## src/rtl/multi_channel_output_driver_pkg.sv

```systemverilog
// -----------------------------------------------------------------------------
// multi_channel_output_driver_pkg
// Shared definitions for the multi-channel tooth-scheduled output driver:
//   - per-channel state encoding
//   - default tooth index and delay timer widths
//   - helper that returns the LSB position of a channel's slice in a packed bus
// -----------------------------------------------------------------------------
package multi_channel_output_driver_pkg;

  localparam int DEF_TOOTH_W = 8;
  localparam int DEF_TIMER_W = 24;

  typedef enum logic [1:0] {
    ST_IDLE           = 2'd0,
    ST_WAIT_END_TOOTH = 2'd1,
    ST_WAIT_EXPIRY    = 2'd2
  } ch_state_e;

  // Channel idx of a packed bus occupies [slice_lsb(idx, width) +: width].
  function automatic int slice_lsb(input int idx, input int width);
    return idx * width;
  endfunction

endpackage

```

## src/rtl/multi_channel_output_driver_channel.sv

```systemverilog
// -----------------------------------------------------------------------------
// output_driver_channel
// One output channel: arms on a start-tooth match, runs a start delay and an
// end delay (the end delay is triggered by the end-tooth match, or by the start
// match itself when both teeth are equal), drives the output with the
// configured polarity and pulses done on return to IDLE.
//
// Optional feature (macro MULTI_CH_OUTPUT_DRIVER_OVERDWELL_EN):
//   on-time counter; reaching MAX_ON_COUNTS active cycles forces the output
//   inactive, returns to IDLE, pulses done and sets the sticky fault flag.
//   Without the macro fault is tied low and MAX_ON_COUNTS is ignored.
//
// Ports:
//   clk            system clock
//   i_reset        synchronous active-high reset (also clears fault)
//   i_tooth_num    current tooth index
//   i_tooth_edge   one-cycle strobe, i_tooth_num valid
//   i_sync_lost    level; aborts the event without a done pulse
//   i_en           arm enable, sampled only in IDLE
//   i_start_tooth  tooth that arms the channel
//   i_end_tooth    tooth that starts the end delay
//   i_start_counts cycles from start match to output active (minus one)
//   i_end_counts   cycles from end trigger to output inactive (minus one)
//   o_out          channel output, active level = ~OUT_INVERT
//   o_busy         channel not IDLE
//   o_done         one-cycle pulse on completed or cancelled event
//   o_fault        sticky overdwell flag
// -----------------------------------------------------------------------------
module output_driver_channel
  import multi_channel_output_driver_pkg::*;
#(
  parameter int                 TOOTH_W       = DEF_TOOTH_W,
  parameter int                 TIMER_W       = DEF_TIMER_W,
  parameter bit                 OUT_INVERT    = 1'b0,
  parameter logic [TIMER_W-1:0] MAX_ON_COUNTS = {TIMER_W{1'b1}}
) (
  input  logic               clk,
  input  logic               i_reset,
  input  logic [TOOTH_W-1:0] i_tooth_num,
  input  logic               i_tooth_edge,
  input  logic               i_sync_lost,
  input  logic               i_en,
  input  logic [TOOTH_W-1:0] i_start_tooth,
  input  logic [TOOTH_W-1:0] i_end_tooth,
  input  logic [TIMER_W-1:0] i_start_counts,
  input  logic [TIMER_W-1:0] i_end_counts,
  output logic               o_out,
  output logic               o_busy,
  output logic               o_done,
  output logic               o_fault
);

  ch_state_e          r_state, w_state_nxt;
  logic [TIMER_W-1:0] r_start_cnt, w_start_cnt_nxt;
  logic [TIMER_W-1:0] r_end_cnt, w_end_cnt_nxt;
  logic               r_start_pend, w_start_pend_nxt;
  logic               r_end_run, w_end_run_nxt;
  logic               r_active, w_active_nxt;
  logic               r_done, w_done_nxt;
  logic [TOOTH_W-1:0] r_end_tooth, w_end_tooth_nxt;

  logic               w_arm;
  logic               w_end_match;
  logic               w_fire_start;
  logic               w_fire_end;

`ifdef MULTI_CH_OUTPUT_DRIVER_OVERDWELL_EN
  localparam logic [TIMER_W-1:0] ON_LIMIT = MAX_ON_COUNTS - 1'b1;
  logic [TIMER_W-1:0] r_on_cnt, w_on_cnt_nxt;
  logic               r_fault, w_fault_nxt;
`else
  logic               w_unused_max;
  assign w_unused_max = ^MAX_ON_COUNTS;
`endif

  // Arming is blocked during the done cycle so a new event starts no earlier
  // than the cycle after the pulse.
  assign w_arm       = (r_state == ST_IDLE) && !r_done && i_en && i_tooth_edge &&
                       (i_tooth_num == i_start_tooth);
  assign w_end_match = (r_state == ST_WAIT_END_TOOTH) && i_tooth_edge &&
                       (i_tooth_num == r_end_tooth);

  always_comb begin
    w_state_nxt      = r_state;
    w_start_cnt_nxt  = r_start_cnt;
    w_start_pend_nxt = r_start_pend;
    w_end_cnt_nxt    = r_end_cnt;
    w_end_run_nxt    = r_end_run;
    w_active_nxt     = r_active;
    w_done_nxt       = 1'b0;
    w_end_tooth_nxt  = r_end_tooth;
    w_fire_start     = 1'b0;
    w_fire_end       = 1'b0;
`ifdef MULTI_CH_OUTPUT_DRIVER_OVERDWELL_EN
    w_on_cnt_nxt     = '0;
    w_fault_nxt      = r_fault;
`endif

    // Counters hold "cycles still to wait after this edge"; a zero count
    // fires on the edge that sees it, so a programmed delay of N lands the
    // output change N+1 cycles after the triggering tooth.
    if (r_start_pend) begin
      if (r_start_cnt == '0) w_fire_start = 1'b1;
      else                   w_start_cnt_nxt = r_start_cnt - 1'b1;
    end
    if (r_end_run) begin
      if (r_end_cnt == '0) w_fire_end = 1'b1;
      else                 w_end_cnt_nxt = r_end_cnt - 1'b1;
    end

    case (r_state)
      ST_IDLE: begin
        if (w_arm) begin
          w_end_tooth_nxt = i_end_tooth;
          w_end_cnt_nxt   = i_end_counts;
          if (i_start_counts == '0) begin
            w_fire_start = 1'b1;
          end else begin
            w_start_pend_nxt = 1'b1;
            w_start_cnt_nxt  = i_start_counts - 1'b1;
          end
          if (i_start_tooth == i_end_tooth) begin
            w_state_nxt = ST_WAIT_EXPIRY;
            if (i_end_counts == '0) begin
              w_fire_end = 1'b1;
            end else begin
              w_end_run_nxt = 1'b1;
              w_end_cnt_nxt = i_end_counts - 1'b1;
            end
          end else begin
            w_state_nxt = ST_WAIT_END_TOOTH;
          end
        end
      end
      ST_WAIT_END_TOOTH: begin
        if (w_end_match) begin
          w_state_nxt = ST_WAIT_EXPIRY;
          if (r_end_cnt == '0) begin
            w_fire_end = 1'b1;
          end else begin
            w_end_run_nxt = 1'b1;
            w_end_cnt_nxt = r_end_cnt - 1'b1;
          end
        end
      end
      default: ;
    endcase

    if (w_fire_start) begin
      w_start_pend_nxt = 1'b0;
      w_active_nxt     = 1'b1;
    end

    // End expiry overrides a start firing in the same cycle: an early end
    // cancels the pulse entirely.
    if (w_fire_end) begin
      w_state_nxt      = ST_IDLE;
      w_start_pend_nxt = 1'b0;
      w_start_cnt_nxt  = '0;
      w_end_run_nxt    = 1'b0;
      w_end_cnt_nxt    = '0;
      w_active_nxt     = 1'b0;
      w_done_nxt       = 1'b1;
    end

`ifdef MULTI_CH_OUTPUT_DRIVER_OVERDWELL_EN
    if (r_active) begin
      if (r_on_cnt == ON_LIMIT) begin
        w_state_nxt      = ST_IDLE;
        w_start_pend_nxt = 1'b0;
        w_start_cnt_nxt  = '0;
        w_end_run_nxt    = 1'b0;
        w_end_cnt_nxt    = '0;
        w_active_nxt     = 1'b0;
        w_done_nxt       = 1'b1;
        w_fault_nxt      = 1'b1;
      end else begin
        w_on_cnt_nxt = r_on_cnt + 1'b1;
      end
    end
`endif

    // Loss of sync is a silent abort: no done pulse.
    if (i_sync_lost) begin
      w_state_nxt      = ST_IDLE;
      w_start_pend_nxt = 1'b0;
      w_start_cnt_nxt  = '0;
      w_end_run_nxt    = 1'b0;
      w_end_cnt_nxt    = '0;
      w_active_nxt     = 1'b0;
      w_done_nxt       = 1'b0;
`ifdef MULTI_CH_OUTPUT_DRIVER_OVERDWELL_EN
      w_on_cnt_nxt     = '0;
`endif
    end
  end

  always_ff @(posedge clk) begin
    if (i_reset) begin
      r_state      <= ST_IDLE;
      r_start_cnt  <= '0;
      r_start_pend <= 1'b0;
      r_end_cnt    <= '0;
      r_end_run    <= 1'b0;
      r_active     <= 1'b0;
      r_done       <= 1'b0;
`ifdef MULTI_CH_OUTPUT_DRIVER_OVERDWELL_EN
      r_on_cnt     <= '0;
      r_fault      <= 1'b0;
`endif
    end else begin
      r_state      <= w_state_nxt;
      r_start_cnt  <= w_start_cnt_nxt;
      r_start_pend <= w_start_pend_nxt;
      r_end_cnt    <= w_end_cnt_nxt;
      r_end_run    <= w_end_run_nxt;
      r_active     <= w_active_nxt;
      r_done       <= w_done_nxt;
`ifdef MULTI_CH_OUTPUT_DRIVER_OVERDWELL_EN
      r_on_cnt     <= w_on_cnt_nxt;
      r_fault      <= w_fault_nxt;
`endif
    end
    // Latched end tooth is only read in WAIT_END_TOOTH, which always follows
    // a load, so it needs no reset.
    r_end_tooth <= w_end_tooth_nxt;
  end

  assign o_out  = r_active ^ OUT_INVERT;
  assign o_busy = (r_state != ST_IDLE);
  assign o_done = r_done;
`ifdef MULTI_CH_OUTPUT_DRIVER_OVERDWELL_EN
  assign o_fault = r_fault;
`else
  assign o_fault = 1'b0;
`endif

endmodule

```

## src/rtl/multi_channel_output_driver.sv

```systemverilog
// -----------------------------------------------------------------------------
// multi_channel_output_driver
// NUM_CH independent tooth-scheduled output channels sharing one crank-position
// bus. Each channel asserts its output a programmed delay after its start tooth
// and deasserts it a programmed delay after its end tooth.
//
// Optional feature (macro MULTI_CH_OUTPUT_DRIVER_OVERDWELL_EN): per-channel
// overdwell limit of MAX_ON_COUNTS active cycles with sticky fault flag.
//
// Ports:
//   clk           system clock
//   reset         synchronous active-high reset
//   tooth_num     current tooth index
//   tooth_edge    one-cycle strobe, tooth_num valid
//   sync_lost     level; aborts all channels (no done pulse)
//   en            per-channel arm enable
//   start_tooth   packed, channel i at [i*TOOTH_W +: TOOTH_W]
//   end_tooth     packed, same layout
//   start_counts  packed, channel i at [i*TIMER_W +: TIMER_W]
//   end_counts    packed, same layout
//   out           channel outputs, polarity per OUT_INVERT
//   busy          channel not IDLE
//   done          one-cycle pulse on completed or cancelled event
//   fault         sticky overdwell flag
// -----------------------------------------------------------------------------
module multi_channel_output_driver
  import multi_channel_output_driver_pkg::*;
#(
  parameter int                 NUM_CH        = 4,
  parameter int                 TOOTH_W       = DEF_TOOTH_W,
  parameter int                 TIMER_W       = DEF_TIMER_W,
  parameter logic [NUM_CH-1:0]  OUT_INVERT    = {NUM_CH{1'b0}},
  parameter logic [TIMER_W-1:0] MAX_ON_COUNTS = {TIMER_W{1'b1}}
) (
  input  logic                        clk,
  input  logic                        reset,
  input  logic [TOOTH_W-1:0]          tooth_num,
  input  logic                        tooth_edge,
  input  logic                        sync_lost,
  input  logic [NUM_CH-1:0]           en,
  input  logic [NUM_CH*TOOTH_W-1:0]   start_tooth,
  input  logic [NUM_CH*TOOTH_W-1:0]   end_tooth,
  input  logic [NUM_CH*TIMER_W-1:0]   start_counts,
  input  logic [NUM_CH*TIMER_W-1:0]   end_counts,
  output logic [NUM_CH-1:0]           out,
  output logic [NUM_CH-1:0]           busy,
  output logic [NUM_CH-1:0]           done,
  output logic [NUM_CH-1:0]           fault
);

  for (genvar gi = 0; gi < NUM_CH; gi++) begin : g_ch
    output_driver_channel #(
      .TOOTH_W       (TOOTH_W),
      .TIMER_W       (TIMER_W),
      .OUT_INVERT    (OUT_INVERT[gi]),
      .MAX_ON_COUNTS (MAX_ON_COUNTS)
    ) u_ch (
      .clk            (clk),
      .i_reset        (reset),
      .i_tooth_num    (tooth_num),
      .i_tooth_edge   (tooth_edge),
      .i_sync_lost    (sync_lost),
      .i_en           (en[gi]),
      .i_start_tooth  (start_tooth[slice_lsb(gi, TOOTH_W) +: TOOTH_W]),
      .i_end_tooth    (end_tooth[slice_lsb(gi, TOOTH_W) +: TOOTH_W]),
      .i_start_counts (start_counts[slice_lsb(gi, TIMER_W) +: TIMER_W]),
      .i_end_counts   (end_counts[slice_lsb(gi, TIMER_W) +: TIMER_W]),
      .o_out          (out[gi]),
      .o_busy         (busy[gi]),
      .o_done         (done[gi]),
      .o_fault        (fault[gi])
    );
  end

endmodule

```

## config.mk

```make
export PLATFORM = sky130hd
export DESIGN_NAME = multi_channel_output_driver
export DESIGN_NICKNAME = d
export VERILOG_FILES = /design/src/rtl/multi_channel_output_driver_pkg.sv /design/src/rtl/multi_channel_output_driver_channel.sv /design/src/rtl/multi_channel_output_driver.sv
export SDC_FILE = /design/constraint.sdc
export NUM_CORES = 1
export LEC_CHECK = 0
export BUFFER_PORTS_ARGS = -buffer_cell sky130_fd_sc_hd__buf_2
export CORE_MARGIN = 3
export CORE_UTILIZATION = 44
export CTS_BUF_LIST = sky130_fd_sc_hd__clkbuf_4 sky130_fd_sc_hd__clkbuf_8
export CTS_CLUSTER_SIZE = 24
export DETAILED_ROUTE_END_ITERATION = 10
export GPL_TIMING_DRIVEN = 0
export PLACE_DENSITY_LB_ADDON = 0.3
export SLEW_MARGIN = 20
export SYNTH_ARGS = -nofsm -noshare
export SYNTH_HDL_FRONTEND = slang
export SYNTH_SLANG_ARGS = --single-unit
```

## constraint.sdc

```tcl
create_clock -name clk -period 3.8 [get_ports clk]
set_clock_uncertainty 0.1 [all_clocks]
set_input_delay 0.38 -clock clk [delete_from_list [all_inputs] [get_ports clk]]
set_output_delay 0.38 -clock clk [all_outputs]
set_load 0.005 [all_outputs]
```

==> results.md, run 1 <==
| Group | Item | Value |
| --- | --- | --- |
| status | Result of the run | completed |
| routing | Pre-antenna DRT Iters | 5 |
| sta | Number of hold violations in the final report | 0 |
| placement | DP HPWL | 49.29 mm |
| logic synthesis | Share of synthesized flip-flops with an asynchronous set or reset | 0% |
| logic synthesis | Synth unique cells | 91 |
| clock tree | Clock Sinks | 248 |
| setup path | Critical path capture point type | flop |
| placement | Gp weighted congestion | 0.9409 |
| setup path | Cell Chain, Critical Path | clkbuf_1 > or2_2 > nor3_1 > nand3_1 > clkinv_1 > clkbuf_1 > clkdlybuf4s15_2 > o211ai_1 > a21oi_1 |
| cells and area | Area grow syn2layout | 21.92% |
| logic synthesis | #FFs+latches synth | 248 |
| setup path | Setup crit start kind | flop |
| pwr | Power density over the cells | 271.8 nW/um^2 |
| setup path | Category of cells accounting for the largest share of critical-path delay | buffers and inverters |
| pwr | Final Total Pwr | 0.006253 W |
| logic synthesis | Simple-Gate Fraction of Synth Area | 30.76% |
| logic synthesis | Adder-cell share of the synthesized area | 2.122% |
| setup path | Critical path's largest stage delay | 0.59 ns |
| logic synthesis | Fraction of the mapped netlist area in compound gates | 15.72% |
| sta | Final clock period utilization by the worst path | 96.49% |
| routing | Average routed wire per standard cell | 19.27 um |
| hold path | Min-Delay Path Class | input pin to flop |
| setup path | Critical-path maximum fanout | 17 |
| global route | Pin count of the biggest net entering global routing | 18 |
| floorplanning | I/O pin count | 288 |
| clock tree | CTS buffer count | 47 |
| floorplanning | Die boundary height | 213.1 um |
| placement | Quantity of I/O buffers inserted on ports | 275 |
| logic synthesis | Ranking of synthesized cells by instance count | sky130_fd_sc_hd__nor2_1, sky130_fd_sc_hd__dfxtp_1, sky130_fd_sc_hd__xnor2_1, sky130_fd_sc_hd__xor2_1, sky130_fd_sc_hd__nor3_1 |
| routing | DRC violations left | 0 |
| cells and area | Filler Cell Count | 3895 |
| pwr | Largest voltage drop on the vdd net | 243.8 uV |
| setup path | Setup slack on the worst flop-to-flop path | 0.13 ns |
| sta | FMAX | 272.7 MHz |
| floorplanning | Full die area | 45400 sq um |
| sta | Count of endpoints failing setup in the final report | 0 |
| clock tree | Buffer depth of the longest clock path | 3 |
| routing | Number of vias per cell after detailed routing | 5.895 |
| floorplanning | Total core area | 42130 sq um |
| setup path | CP max-delay cell | sky130_fd_sc_hd__clkdlybuf4s15_2 |
| logic synthesis | Most common flop cell mapped by yosys | sky130_fd_sc_hd__dfxtp_1 |
| logic synthesis | Sequential cell area fraction in the yosys report | 28.01% |
| cells and area | Ratio of cells with drive above 1 in the final layout | 16.90% |
| logic synthesis | Dominant combinational cell family by area after synthesis | simple AND/OR/NAND/NOR gates |
| global route | Antenna violations before repair | 7 |
| setup path | Required time at the endpoint of the critical path | 4.24 ns |
| logic synthesis | Multiplexer area fraction after synthesis | 0.4377% |
| logic synthesis | Library cell with the highest instance count after synthesis | sky130_fd_sc_hd__nor2_1 |
| floorplanning | Starting density of the core | 44.78% |
| cells and area | Net count reported at finish | 3093 |
| global route | Sum of overflow across all layers after global routing | 0 |
| sta | Post-route setup TNS | 0 ns |
| clock tree | TritonCTS clock tree | built |
| sta | Setup repair after global routing missed its margin | no |
| logic synthesis | Post-synthesis instance area | 18870 sq um |
| clock tree | Number of buffers added for setup after CTS | 0 |
| logic synthesis | Dominant cells by area after synthesis | sky130_fd_sc_hd__dfxtp_1, sky130_fd_sc_hd__xnor2_1, sky130_fd_sc_hd__xor2_1, sky130_fd_sc_hd__a211oi_1, sky130_fd_sc_hd__nor2_1 |
| routing | 1st-iter DRT viols | 1556 |
| clock tree | Clock insertion delay at the later pin of the skew report | 0.62 ns |
| sta | Slew @ Worst Pin | 1.089 ns |
| floorplanning | Width of the chip | 213.1 um |
| logic synthesis | Cell count after synthesis | 2360 |
| sta | Final slew viol count | 0 |
| clock tree | Clock-pin transition on the worst setup and hold timing paths | 0.06 ns |
| run | Max_cap viols | 0 |
| global route | Vias in the first global route | 19264 |
| global route | Global Route Usage Sum | 27.86% |
| logic synthesis | Top cell type's share of synthesized area | 22.92% |
| logic synthesis | Library cell occupying the most area in the post-synthesis netlist | sky130_fd_sc_hd__dfxtp_1 |
| pwr | Static leakage power | 8.652 nW |
| logic synthesis | Number of enable flip-flop cells after synthesis | 32 |
| routing | Total Routed Length | 64.98 mm |
| logic synthesis | Mean Syn Cell Area | 7.994 sq um |
| sta | Worst rel slew slack | 27.03% |
| setup path | Critical Path Most Common Cell | sky130_fd_sc_hd__clkbuf_1 |
| clock tree | Buffer type at the clock tree root | sky130_fd_sc_hd__clkbuf_8 |
| setup path | Data arrival at the endpoint of the critical path | 4.11 ns |
| routing | DRT antenna net count | 0 |
| logic synthesis | Fraction of synthesized cell area in xor and xnor cells | 18.38% |
| routing | Vias after detailed routing | 19877 |
| logic synthesis | Warnings, synthesis | 0 |
| global route | Wire length of the first global-routing pass | 101.9 mm |
| setup path | Number of buffer and inverter stages on the critical path | 4 |
| setup path | Worst setup path class | flop to flop |
| floorplanning | Number of rows created at floorplan | 75 |
| sta | Shortest clock period the worst path allows after layout | 3.666 ns |
| clock tree | CTS HTree Levels | 2 |
-- logic make-up (layout without fill, tap and decap cells) --
family | after synthesis | in the layout
xor+xnor | 396 | 396
mux | 8 | 8
buf+inv | 180 | 645
fa+ha+maj | 32 | 32
compound gates | 414 | 414
simple gates | 1081 | 1081
other cells | 1 | 9
flops | 248 | 248
-- worst register-to-register path: cells and delay by family (launching register included) --
| family | cells | cell delay, ns |
|---|---|---|
| buffers and inverters | 4 | 1.69 |
| and+or+nand+nor | 3 | 1.07 |
| DFF | 1 | 0.30 |
| AOI/OAI and AO/OA | 2 | 0.43 |
-- timing repair --
action / 4_1_cts / 5_1_grt
hold endpoints to repair: 102 / 0
setup endpoints to repair: 1 / 0
hold buffers: 102 / 0
gates resized for setup: 2 / 0
-- stage by stage --
step                      instance area, sq um  setup WS [ns]  util [%]  cells  hold WS, ns
final                                    23000         0.1335     54.59   3372      0.04231
after global routing                     22990        0.09906     54.57   3368      0.01942
after global placement                   20930        -0.1008     49.67   3177       0.3562
after detailed placement                 20940        -0.1112     49.70   3177       0.3592
after floorplan                          18880          1.004         -   2363       0.3233
after CTS                                22980         0.2460     54.55   3367    0.0004390
-- layout make-up --
type | count | area [sq um] | area share (%)
multi-input cells | 1935 | 12750 | 55.44
flip-flops and latches | 248 | 5285 | 22.98
repair buffers | 377 | 2397 | 10.42
clock buffers | 73 | 917.1 | 3.987
well taps | 539 | 674.4 | 2.932
plain buffers | 125 | 656.9 | 2.856
inverters | 55 | 206.4 | 0.8975
clock inverters | 15 | 98.84 | 0.4297
diodes | 5 | 12.51 | 0.05440
-- state kept, by name, summed over array words and instances, names as in the netlist --
name / cells
g_ch.u_ch.o_done: 4
g_ch.u_ch.o_out: 4
g_ch.u_ch.r_end_cnt: 96
g_ch.u_ch.r_end_run: 4
g_ch.u_ch.r_end_tooth: 32
g_ch.u_ch.r_start_cnt: 96
g_ch.u_ch.r_start_pend: 4
g_ch.u_ch.r_state: 8
-- report_power, final --
group | switching (W) | internal (W)
clock network | 0.00124 | 0.00161
registers | 0.00000157 | 0.00266
logic | 0.000416 | 0.000330
-- path summary, 6_finish.rpt --
kind / from / depth (start not counted) / to
worst min-delay path: end_counts[70] / 3 / g_ch[2].u_ch.r_end_cnt[22]$_SDFF_PP0_
worst min register to register: g_ch[3].u_ch.o_out$_SDFFE_PP0P_ / 2 / g_ch[3].u_ch.o_out$_SDFFE_PP0P_
worst max register to register: g_ch[1].u_ch.r_state[1]$_SDFFE_PP0P_ / 9 / g_ch[1].u_ch.r_end_cnt[1]$_SDFF_PP0_
worst max-delay path: g_ch[1].u_ch.r_state[1]$_SDFFE_PP0P_ / 9 / g_ch[1].u_ch.r_end_cnt[1]$_SDFF_PP0_
-- cell usage in the layout (no fill, tap or decap), types with 80 or more instances in the layout --
| master | n |
|---|---|
| sky130_fd_sc_hd__nor4_1 | 107 |
| sky130_fd_sc_hd__xnor2_1 | 212 |
| sky130_fd_sc_hd__nor3_1 | 151 |
| sky130_fd_sc_hd__nor2_1 | 271 |
| sky130_fd_sc_hd__or3_1 | 80 |
| sky130_fd_sc_hd__xor2_1 | 184 |
| sky130_fd_sc_hd__a211oi_1 | 136 |
| sky130_fd_sc_hd__dfxtp_1 | 216 |
| sky130_fd_sc_hd__dlygate4sd3_1 | 102 |
| sky130_fd_sc_hd__buf_2 | 302 |
| sky130_fd_sc_hd__nand2_1 | 148 |
-- metal layers --
metal  global-route usage (%)  wire length, um
met5                        0               54
met4                    10.42             2161
met3                    4.555             4409
met2                    46.97            30690
met1                    35.91            27670
(Power assumes the default switching activity.)
==> inputs of run 2 (changes only) <==
- ABC_AREA: not set -> 1
- CORE_ASPECT_RATIO: not set -> 0.75
- clock period: 3.8 -> 3.4 ns (I/O delays scaled with it)
==> run 2 against run 1 <==
Against the previous run:
- clock-buffer cell count up 2
- sequential share of layout area fell by 6.0 points
- area after synthesis up 42%
- maximum frequency grew 25%
- largest cell class unchanged
- largest power group unchanged
==> results.md, run 2 <==
| Group | Item | Value |
| --- | --- | --- |
| floorplanning | Number of rows created at floorplan | 77 |
| floorplanning | Starting density of the core | 45.06% |
| setup path | Category of cells accounting for the largest share of critical-path delay | simple AND/OR/NAND/NOR gates |
| logic synthesis | Sequential cell area fraction in the yosys report | 19.67% |
| placement | Gp weighted congestion | 1.016 |
| logic synthesis | Library cell with the highest instance count after synthesis | sky130_fd_sc_hd__nand2_1 |
| setup path | Number of buffer and inverter stages on the critical path | 6 |
| global route | Antenna violations before repair | 21 |
| logic synthesis | Dominant combinational cell family by area after synthesis | simple AND/OR/NAND/NOR gates |
| logic synthesis | Number of enable flip-flop cells after synthesis | 32 |
| clock tree | Clock insertion delay at the later pin of the skew report | 0.65 ns |
| setup path | Setup slack on the worst flop-to-flop path | 0.48 ns |
| setup path | Critical path capture point type | flop |
| routing | Total Routed Length | 104.8 mm |
| routing | 1st-iter DRT viols | 3773 |
| cells and area | Leading cell type in the layout, fill and taps excluded | sky130_fd_sc_hd__nand2_1 |
| sta | Worst rel slew slack | 35.83% |
| logic synthesis | Cell count after synthesis | 4807 |
| cells and area | Net count reported at finish | 5525 |
| cells and area | Top Registers | g_ch.u_ch.r_end_cnt x96, g_ch.u_ch.r_start_cnt x96, g_ch.u_ch.r_end_tooth x32 |
| sta | Crit path setup slack, layout | 0.4776 ns |
| logic synthesis | Most common flop cell mapped by yosys | sky130_fd_sc_hd__dfxtp_1 |
| sta | Number of hold violations in the final report | 0 |
| status | Result of the run | completed |
| clock tree | CTS HTree Levels | 2 |
| clock tree | Clock Sinks | 248 |
| logic synthesis | Dominant cells by area after synthesis | sky130_fd_sc_hd__nand2_1, sky130_fd_sc_hd__dfxtp_1, sky130_fd_sc_hd__nor2_1, sky130_fd_sc_hd__nand3_1, sky130_fd_sc_hd__inv_1 |
| logic synthesis | Fraction of synthesized cell area in xor and xnor cells | 7.785% |
| routing | Average routed wire per standard cell | 17.28 um |
| sta | Setup repair after global routing missed its margin | no |
| sta | Hold WS | 0.03924 ns |
| logic synthesis | Post-synthesis instance area | 26870 sq um |
| placement | DP HPWL | 82.26 mm |
| run | Max_cap viols | 0 |
| routing | Pre-antenna DRT Iters | 7 |
| setup path | Data arrival at the endpoint of the critical path | 3.34 ns |
| logic synthesis | Fraction of the mapped netlist area in compound gates | 10.99% |
| hold path | Hold wc startpoint | start_counts[7] |
| pwr | Largest voltage drop on the vdd net | 207.3 uV |
| sta | Shortest clock period the worst path allows after layout | 2.922 ns |
| routing | DRT antenna net count | 0 |
| setup path | Required time at the endpoint of the critical path | 3.81 ns |
| setup path | Cell Chain, Critical Path | buf_6 > inv_4 > buf_6 > nand2_4 > nor3_2 > nand4_1 > nor2_2 > nand3_1 > nand4_2 > inv_2 > buf_6 > nand2_1 > a21oi_1 > dlygate4sd3_1 |
| floorplanning | Full die area | 64110 sq um |
| logic synthesis | Share of synthesized flip-flops with an asynchronous set or reset | 0% |
| setup path | CP max-delay cell | sky130_fd_sc_hd__dlygate4sd3_1 |
| setup path | Worst R2R Path Depth | 14 |
| floorplanning | Die boundary height | 220.0 um |
| logic synthesis | Multiplexer area fraction after synthesis | 0% |
| global route | Global Route Usage Sum | 31.16% |
| clock tree | TritonCTS clock tree | built |
| setup path | Critical-path maximum fanout | 10 |
| clock tree | Buffer depth of the longest clock path | 3 |
| logic synthesis | Mean Syn Cell Area | 5.590 sq um |
| floorplanning | I/O pin count | 288 |
| routing | Number of vias per cell after detailed routing | 5.447 |
| sta | Slew @ Worst Pin | 0.9615 ns |
| pwr | Power density over the cells | 239.1 nW/um^2 |
| sta | FMAX | 342.2 MHz |
| logic synthesis | #FFs+latches synth | 248 |
| floorplanning | Total core area | 59640 sq um |
| global route | Vias in the first global route | 28747 |
| clock tree | Total of cells resized after clock tree synthesis | 0 |
| logic synthesis | Adder-cell share of the synthesized area | 1.490% |
| sta | Final slew viol count | 0 |
| hold path | Endpoint with the worst hold slack | g_ch[0].u_ch.r_start_cnt[7]$_SDFF_PP0_ |
| routing | DRC violations left | 0 |
| setup path | Worst R2R Start | g_ch[2].u_ch.r_state[1]$_SDFFE_PP0P_ |
| sta | Final clock period utilization by the worst path | 85.95% |
| routing | Vias after detailed routing | 33019 |
| clock tree | Buffer type at the clock tree root | sky130_fd_sc_hd__clkbuf_8 |
| setup path | Critical Path Most Common Cell | sky130_fd_sc_hd__buf_6 |
| global route | Wire length of the first global-routing pass | 159.9 mm |
| cells and area | Ratio of cells with drive above 1 in the final layout | 11.91% |
| setup path | Critical path's largest stage delay | 0.56 ns |
| hold path | Hold Path Stages | 4 |
| cells and area | Area grow syn2layout | 15.93% |
| sta | Post-route setup TNS | 0 ns |
| logic synthesis | Ranking of synthesized cells by instance count | sky130_fd_sc_hd__nand2_1, sky130_fd_sc_hd__nor2_1, sky130_fd_sc_hd__inv_1, sky130_fd_sc_hd__nand3_1, sky130_fd_sc_hd__dfxtp_1 |
| logic synthesis | Simple-Gate Fraction of Synth Area | 48.82% |
| cells and area | Highest-count cells in the layout ignoring fill and taps | sky130_fd_sc_hd__nand2_1, sky130_fd_sc_hd__nor2_1, sky130_fd_sc_hd__inv_1 |
| clock tree | Clock-pin transition on the worst setup and hold timing paths | 0.06 ns |
| setup path | Worst setup path class | flop to flop |
| clock tree | CTS buffer count | 47 |
| global route | Sum of overflow across all layers after global routing | 0 |
| logic synthesis | Warnings, synthesis | 0 |
| floorplanning | Width of the chip | 291.4 um |
| logic synthesis | Top cell type's share of synthesized area | 18.52% |
| pwr | Static leakage power | 15.72 nW |
| global route | Pin count of the biggest net entering global routing | 18 |
| sta | Count of endpoints failing setup in the final report | 0 |
| placement | Quantity of I/O buffers inserted on ports | 275 |
| setup path | Crit Reg-Reg Endpoint | g_ch[2].u_ch.r_start_cnt[8]$_SDFF_PP0_ |
| hold path | Min-Delay Path Class | input pin to flop |
| setup path | Setup crit start kind | flop |
| logic synthesis | Synth unique cells | 58 |
| placement | Worst-case setup slack after placement | 0.7711 ns |
| logic synthesis | Library cell occupying the most area in the post-synthesis netlist | sky130_fd_sc_hd__nand2_1 |
==> run 2: power by group <==
group / leakage, nW / internal [W] / total (W) / switching (W)
registers: 2.03 / 0.00297 / 0.00297 / 0.00000248
logic: 13.2 / 0.000448 / 0.00124 / 0.000791
clock network: 0.538 / 0.00175 / 0.00324 / 0.00149
==> run 2: logic make-up after synthesis <==
family,after synthesis
AO/OA/AOI/OAI,550
other,1
XOR/XNOR,238
adder cells (fa/ha/maj),32
buffers and inverters,700
AND/OR/NAND/NOR,3038
flip-flops,248
==> run 2: timing repair <==
action                                 4_1_cts  5_1_grt
hold buffers                                87        0
setup buffers                                0        0
endpoints found under the hold margin       85        0
==> run 2: per-stage QoR <==
stage / cell area (sq um) / cells / utilization [%] / power [W]
global route: 31130 / 6054 / 52.21 / 0.007740
finish: 31150 / 6062 / 52.24 / 0.007449
detailed placement: 29250 / 5875 / 49.05 / 0.004156
CTS: 31120 / 6048 / 52.18 / 0.007480
floorplan: 26880 / 4810 / - / 0.003648
global placement: 29250 / 5875 / 49.05 / 0.004150
==> run 2: per-layer routing <==
layer / GRT usage [%] / wire, um / vias up
met2: 44.25 / 41260 / 1698
met3: 7.970 / 12890 / 199
met1: 45.98 / 47770 / 14829
met5: 0 / 106 / -
met4: 8.710 / 2733 / 16
li1: - / - / 16277
==> run 2: tightest hold or removal path: stages <==
cell	delay (ns)
sky130_fd_sc_hd__buf_2	0.11
sky130_fd_sc_hd__inv_1	0.08
sky130_fd_sc_hd__xor2_1	0.08
sky130_fd_sc_hd__a21oi_1	0.13
==> run 2: final cells by class <==
| class | instances | area [sq um] |
|---|---|---|
| Antenna cell | 14 | 35.03 |
| Buffer | 133 | 875.8 |
| Clock buffer | 75 | 938.4 |
| Clock inverter | 11 | 60.06 |
| Fill cell | 6338 | 28480 |
| Inverter | 567 | 2143 |
| Multi-Input combinational cell | 3862 | 18580 |
| Sequential cell | 248 | 5285 |
| Tap cell | 790 | 988.4 |
| Timing Repair Buffer | 362 | 2247 |
==> run 2: worst max-delay path by stage <==
stage	cells past startpoint	to	startpoint	slack, ns
after floorplan	15	g_ch[3].u_ch.r_end_cnt[13]$_SDFF_PP0_	g_ch[3].u_ch.r_end_cnt[0]$_SDFF_PP0_	1.48
after global placement	14	g_ch[0].u_ch.r_end_cnt[1]$_SDFF_PP0_	end_counts[0]	0.81
after detailed placement	14	g_ch[0].u_ch.r_end_cnt[1]$_SDFF_PP0_	end_counts[0]	0.77
after CTS	14	g_ch[2].u_ch.r_start_cnt[8]$_SDFF_PP0_	g_ch[2].u_ch.r_state[1]$_SDFFE_PP0P_	0.55
after global routing	14	g_ch[2].u_ch.r_start_cnt[8]$_SDFF_PP0_	g_ch[2].u_ch.r_state[1]$_SDFFE_PP0P_	0.38
final	14	g_ch[2].u_ch.r_start_cnt[8]$_SDFF_PP0_	g_ch[2].u_ch.r_state[1]$_SDFFE_PP0P_	0.48
